===== config.mk =====
export PLATFORM = sky130hd
export DESIGN_NAME = bitwise_alu_arbiter
export DESIGN_NICKNAME = d
export VERILOG_FILES = /design/src/rtl/bitwise_alu_arbiter.sv
export SDC_FILE = /design/constraint.sdc
export NUM_CORES = 1
export LEC_CHECK = 0
export ABC_AREA = 1
export CAP_MARGIN = 20
export CORE_AREA = 2 2 158 83
export CTS_CLUSTER_SIZE = 16
export DETAILED_ROUTE_END_ITERATION = 10
export DIE_AREA = 0 0 160 85
export GPL_TIMING_DRIVEN = 0
export PLACE_DENSITY = 0.69
export RECOVER_POWER = 25
export SLEW_MARGIN = 20
export SYNTH_ARGS = -nofsm -noshare
export SYNTH_HDL_FRONTEND = slang
export SYNTH_SLANG_ARGS = --single-unit

===== constraint.sdc =====
create_clock -name clk -period 4.3 [get_ports clk]
set_clock_uncertainty 0.1 [all_clocks]
set_input_delay 0.86 -clock clk [delete_from_list [all_inputs] [get_ports clk]]
set_output_delay 0.86 -clock clk [all_outputs]
set_load 0.02 [all_outputs]

===== src/rtl/bitwise_alu_arbiter.sv =====
`default_nettype none
// ============================================================================
// Module   : bitwise_alu_arbiter
// Brief    : Round-robin sharing of one W-bit AND/ORR/EOR(/BIC) unit between
//            two requesters, single-entry response buffer, N/Z flag register.
//            Optional feature macro: BWALU_ARB_BIC_EN (op 3 = BIC when defined)
// Revision : 1.0
// ============================================================================
module bitwise_alu_arbiter #(
    parameter int W = 32
) (
    input  logic         clk,
    input  logic         rst_n,
    input  logic         req0_valid,
    output logic         req0_ready,
    input  logic [1:0]   req0_op,
    input  logic         req0_s,
    input  logic [W-1:0] req0_a,
    input  logic [W-1:0] req0_b,
    input  logic         req1_valid,
    output logic         req1_ready,
    input  logic [1:0]   req1_op,
    input  logic         req1_s,
    input  logic [W-1:0] req1_a,
    input  logic [W-1:0] req1_b,
    output logic         rsp_valid,
    input  logic         rsp_ready,
    output logic         rsp_id,
    output logic [W-1:0] rsp_o,
    output logic         rsp_n,
    output logic         rsp_z,
    output logic         rsp_err,
    output logic         flag_n,
    output logic         flag_z
);

    localparam logic [0:0] S_EMPTY = 1'b0;
    localparam logic [0:0] S_FULL  = 1'b1;

    logic [0:0]   r_state;
    logic [0:0]   w_state_next;
    logic         r_last;
    logic         r_id;
    logic [W-1:0] r_o;
    logic         r_n;
    logic         r_z;
    logic         r_err;
    logic         r_flag_n;
    logic         r_flag_z;

    logic         w_space;
    logic         w_grant;
    logic         w_xfer;
    logic [1:0]   w_op;
    logic         w_s;
    logic [W-1:0] w_a;
    logic [W-1:0] w_b;
    logic [W-1:0] w_res;
    logic         w_err;
    logic         w_n;
    logic         w_z;

    assign rsp_valid = (r_state == S_FULL);
    assign w_space   = ~rsp_valid | rsp_ready;

    // On conflict, favour the requester that was not granted last.
    always_comb begin
        w_grant = req1_valid;
        if (req0_valid && req1_valid) begin
            w_grant = ~r_last;
        end
    end

    assign req0_ready = ~w_grant & w_space;
    assign req1_ready =  w_grant & w_space;
    assign w_xfer     = (req0_valid & req0_ready) | (req1_valid & req1_ready);

    assign w_op = w_grant ? req1_op : req0_op;
    assign w_s  = w_grant ? req1_s  : req0_s;
    assign w_a  = w_grant ? req1_a  : req0_a;
    assign w_b  = w_grant ? req1_b  : req0_b;

    always_comb begin
        w_res = '0;
        w_err = 1'b0;
        case (w_op)
            2'd0:    w_res = w_a & w_b;
            2'd1:    w_res = w_a | w_b;
            2'd2:    w_res = w_a ^ w_b;
            default: begin
`ifdef BWALU_ARB_BIC_EN
                w_res = w_a & ~w_b;
`else
                w_err = 1'b1;
`endif
            end
        endcase
    end

    assign w_n = w_res[W-1];
    assign w_z = ~|w_res;

    always_ff @(posedge clk or negedge rst_n) begin
        if (!rst_n) begin
            r_state <= S_EMPTY;
        end else begin
            r_state <= w_state_next;
        end
    end

    always_comb begin
        w_state_next = r_state;
        case (r_state)
            S_EMPTY: if (w_xfer) w_state_next = S_FULL;
            S_FULL:  if (rsp_ready && !w_xfer) w_state_next = S_EMPTY;
            default: w_state_next = S_EMPTY;
        endcase
    end

    always_ff @(posedge clk or negedge rst_n) begin
        if (!rst_n) begin
            r_last   <= 1'b1;
            r_id     <= 1'b0;
            r_o      <= '0;
            r_n      <= 1'b0;
            r_z      <= 1'b0;
            r_err    <= 1'b0;
            r_flag_n <= 1'b0;
            r_flag_z <= 1'b0;
        end else if (w_xfer) begin
            r_last <= w_grant;
            r_id   <= w_grant;
            r_o    <= w_res;
            r_n    <= w_n;
            r_z    <= w_z;
            r_err  <= w_err;
            if (w_s && !w_err) begin
                r_flag_n <= w_n;
                r_flag_z <= w_z;
            end
        end
    end

    assign rsp_id  = r_id;
    assign rsp_o   = r_o;
    assign rsp_n   = r_n;
    assign rsp_z   = r_z;
    assign rsp_err = r_err;
    assign flag_n  = r_flag_n;
    assign flag_z  = r_flag_z;

endmodule
`default_nettype wire


# Word-level counts from Yosys, hierarchy flattened
# Cells that the tools add are included.
# classes
bitwise	12
n_reduce_logical	9
n_mux	10
eq_ne	2
# op_table
cell	count
one-hot mux 32 bit (3 select lines)	1
2-to-1 mux 32 bit	2
AND 32 bit	1
bitwise OR 32 bit	1
OR reduction 32 bit	1
bitwise XOR 32 bit	1
2-to-1 mux 1 bit	5
AND 1 bit	4
logical AND 1 bit	3
inverter 1 bit	3
OR reduction 3 bit	1
equality test 2 x 1 -> 1 bit (second input constant)	1
equality test 2 bit (second input constant)	1
logical NOT 1 bit	2
logical NOT 2 bit	1
2-to-1 mux 2 bit	1
bitwise OR 1 bit	2
one-hot mux 1 bit (2 select lines)	1
AND reduction 2 bit	1
# word_totals
regBits	40
in_bits	139
out_inout_bits	41

# Longest topological paths before layout
# logic_depth
ltp_word	10
ltp_mapped	19
ltp_nobuf	16

# Worst setup path after synthesis
# No wires, ideal clock.
# synth_path
kind	input port to flip-flop
from	input port req0_valid
to	register r_z, in the netlist rsp_z
t_arrival_ps	2843
setup_ps	66
path_stages	18
slack_ps	1291
required_time_ps	4134
path_cell_list	nand2_1 > nand2_2 > buf_6 > clkbuf_1 > clkbuf_1 > nand2_1 > o21ai_0 > inv_1 > ha_1 > nand3_1 > nand2_1 > nor2_1 > nand2_1 > nor2_1 > nand2_1 > nor2_1 > nand3_1 > nand2_1
# synth_via
elab_chain_len	7
elab_cells_between_ends	20
cone_classes	eq/ne: 2; mux: 5; bitwise: 9; reduce/logical: 4
# synth_rtl
element	line	rtl
from (decl)	14	input logic req0_valid,
logical AND 1 bit	69	if (req0_valid && req1_valid) begin
2-to-1 mux 1 bit	69	
2-to-1 mux 2 bit (tied with other cells)	78	assign w_op = w_grant ? req1_op : req0_op;
equality test 2 bit (tied with other cells)	86	case (w_op)
one-hot mux 32 bit (3 select lines)	86	
OR reduction 32 bit	101	assign w_z = ~|w_res;
logical NOT 1 bit	101	
to (signal assigned)	135	r_z <= w_z;
to (decl)	46	logic r_z;
# Several ways; a longest one is shown, not always the timed one.
# A chain may end at the register's enable or synchronous reset.

# Worst setup path after layout
# Same ends and word-level chain as after synthesis.

==> impl_results.md <==
* Status: finished, violations left
* Violated checks: capacitance limit, slew limit
* Share of cells above drive strength 1 at 0.06495
* # IOs at 180
* Vias per cell at 4.457
* Cells after Synth at 706
* Routed Antenna Nets at 0
* Mapped Area at 4403 sq um
* DR WL/cell at 13.76 um
* Top cells by area, synth: dfrtp_1 (22%), ha_1 (18%), nand2_1 (14%)
* Diode count at 0
* Final Cycle Share at 0.9401
* # hold bufs at CTS at 0
* Syn avg cell area at 6.237 sq um
* Final Non-Filler Cells at 1063
* Syn Nets at 909
* Fin crit period at 4.042 ns
* Max Fclk at 247.4 MHz
* RePlAce Congestion at 0.8219
* Logic gate share of total power at 0.528
* Gr ovfl total at 0
* Power Density at 284.9 nW/um^2
* Clk pin slew, worst setup/hold paths at 0.05 ns
* Initial antenna violation count at 0
* Worst-Skew Late Latency at 0.28 ns
* CP required at 4.42 ns
* Sw Share at 0.3955
* CTS Buffer Depth at 2
* First-pass GRT wire length at 22.99 mm
* Core area at 12260 sq um
* Share of the synthesized area in the top cell type at 0.2160
* Worst path max stage delay at 0.48 ns
* Cell accounting for the most synthesized area: dfrtp_1
* Cell-internal power at 1130 uW
* Total track usage at 0.2165
* VDD IR-drop max at 0.1728 mV
* P_sw at 739.0 uW
* Clock power frac at 0.202
* Full die area at 13600 sq um
* Vias in the first global route at 4436
* Crit path to: rsp_z
* Worst Max-Slew Pin Slew at 1.518 ns
* Reg2reg start: r_last
* Tightest Hold Check Type: reg2reg
* Yosys Warn Count at 0
* Worst EP arrival at 4.16 ns
* Dpl cells at 1056
* Critical-path maximum fanout at 19
* DRT Pass-1 Iters at 4
* Final number of setup-violating endpoints at 0
* Flop-to-flop setup slack at 0.77 ns
* Detailed placement HPWL at 12.48 mm
* Maxcap violations at 1
* Max Slew Vio Count at 29
* Critical Path Most Common Cell: nand2_1
* Max transition margin at -0.01202
* Port bufs at 179
* Post-CTS setup buffers at 0
* 1st-iter DRT viols at 191
* Register bit total from synthesis at 39
* Worst slack at placement at -0.3478 ns
* Rows at 29
* Slowest cell on the critical path: clkdlybuf4s50_1
* Htree depth at 2
* Setup crit end kind: flip-flop
* Register share of total power at 0.270
* Initial Util at 0.3590
* Final WS setup at 0.2577 ns
* Yosys cell types at 20
* CP Class: in2reg
* Chip height at 85 um
* Largest net degree at the start of global routing at 29
* Root Driver: clkbuf_16
* Seq/Total Area, Yosys at 0.2219
* Reg2reg end: rsp_z
* Hold Violations, Final at 0
* Fin nets at 1095
* Residual DRC at 0
* CP startpoint kind: input pin
* Vias post-DR at 4738
* Clock tree sinks at 39
* Crit path cell chain: clkdlybuf4s50_1, nand2_1, nand2_2, buf_6, inv_1, clkbuf_2, or2_2, o21ai_0, ha_1, nand3_1, nand2_1, nor2_1, nand2_1, nor2_1, nand2_1, nor2_1, nand3_1, nand2_1
* Chip width at 160 um
* CTS Buf Count at 5
* Area growth, synth to finish at 48.96%
* Reg2Reg Depth at 17
* RSZ-0062 raised after global routing: no
* Critical path origin: req0_valid
* P_leak at 0.003397 uW
* CTS tree: built
* Total Routed Length at 14.63 mm
==> critical path: cells and delay by family <==
family | cells | cell delay, ns
AO/OA/AOI/OAI | 1 | 0.13
AND/OR/NAND/NOR | 12 | 1.75
adder cells (fa/ha/maj) | 1 | 0.29
buffers and inverters | 4 | 1.13
==> cells in the mapped netlist <==
library cell / count
dfrtp_1: 38
nand2_4: 1
nand3b_1: 19
nand2_2: 5
inv_1: 146
nand3_1: 24
dfstp_2: 1
nor2_1: 80
a21oi_1: 1
o21ai_0: 98
nor2_2: 1
ha_1: 64
buf_2: 5
buf_1: 2
nand2_1: 161
or2_2: 33
buf_6: 2
clkbuf_1: 21
buf_4: 2
o21ai_1: 2
==> layout make-up <==
class                      count  area, sq um
multi-input combinational    489         2729
buffer                        31        146.4
tap                          170        212.7
inverter                     146        548.0
fill                        1253         5705
sequential                    39        977.2
timing repair buffer         180         1789
clock buffer                   8        156.4
==> flip-flops by register name, indices dropped and copies added, names as in the netlist <==
name,cells
r_last,1
rsp_valid,1
flag_z,1
rsp_err,1
rsp_o,32
rsp_z,1
rsp_id,1
flag_n,1
==> metrics by stage <==
step                TNS [ns]  hold slack [ns]  total power [uW]  area, sq um  utilization
detailed placement   -0.7906           0.3687              1496         6422       0.5237
CTS                        0           0.3650              1877         6575       0.5361
global placement     -0.7669           0.3597              1475         6407       0.5224
finish                     0           0.3769              1869         6559       0.5348
floorplan                  0           0.3441              1015         4403            -
global route               0           0.4162              2009         6559       0.5348
==> kinds of logic (layout without fill, tap and decap cells) <==
family                   count (synthesis)  in the layout  share of synthesized area
AND/OR/NAND/NOR                        324            324                     0.3231
buffers and inverters                  178            365                     0.1583
AO/OA/AOI/OAI                          101            101                     0.1148
adder cells (fa/ha/maj)                 64             64                     0.1819
flip-flops                              39             39                     0.2219
==> metal layers <==
| metal | global-route usage | routed length, um | up-vias |
|---|---|---|---|
| li1 | - | - | 2506 |
| met1 | 0.3293 | 7714 | 2076 |
| met2 | 0.3192 | 5730 | 152 |
| met3 | 0.05083 | 1131 | 4 |
| met4 | 0.02293 | 51 | 0 |
| met5 | 0 | 0 | - |
==> cells in the final DEF (no fill, tap or decap), types with 2 or more instances in the layout <==
cell type	n
nor2_1	80
nand2_2	5
buf_2	5
buf_1	2
nand3_1	24
o21ai_0	98
or2_2	33
inv_1	146
nand2_1	161
clkbuf_16	5
buf_4	2
clkbuf_1	22
ha_1	64
buf_6	2
clkdlybuf4s50_1	178
dfrtp_1	38
nand3b_1	19
clkbuf_8	2
o21ai_1	2
==> how the worst min path moves through the flow <==
stage,to,startpoint,cells past startpoint
CTS,rsp_o[7],rst_n,1
detailed placement,rsp_id,rsp_id,2
finish,rsp_id,rsp_id,2
floorplan,r_last,r_last,2
global route,rsp_o[24],rsp_o[24],2
global placement,rsp_id,rsp_id,2
==> power groups by stage <==
| stage | Sequential (uW) | Clock (uW) | Combinational, uW |
|---|---|---|---|
| finish | 505 | 377 | 986 |
| global placement | 507 | 0 | 968 |
| detailed placement | 509 | 0 | 988 |
| floorplan | 591 | 0 | 424 |
| CTS | 503 | 383 | 991 |
| global route | 516 | 398 | 1100 |
==> repair_timing <==
action	in CTS	in global routing
gates resized for setup	0	2
endpoints found under the hold margin	0	0
endpoints found under the setup margin	3	1
cloned	0	0
No activity file was read; power rests on OpenSTA's default activity.
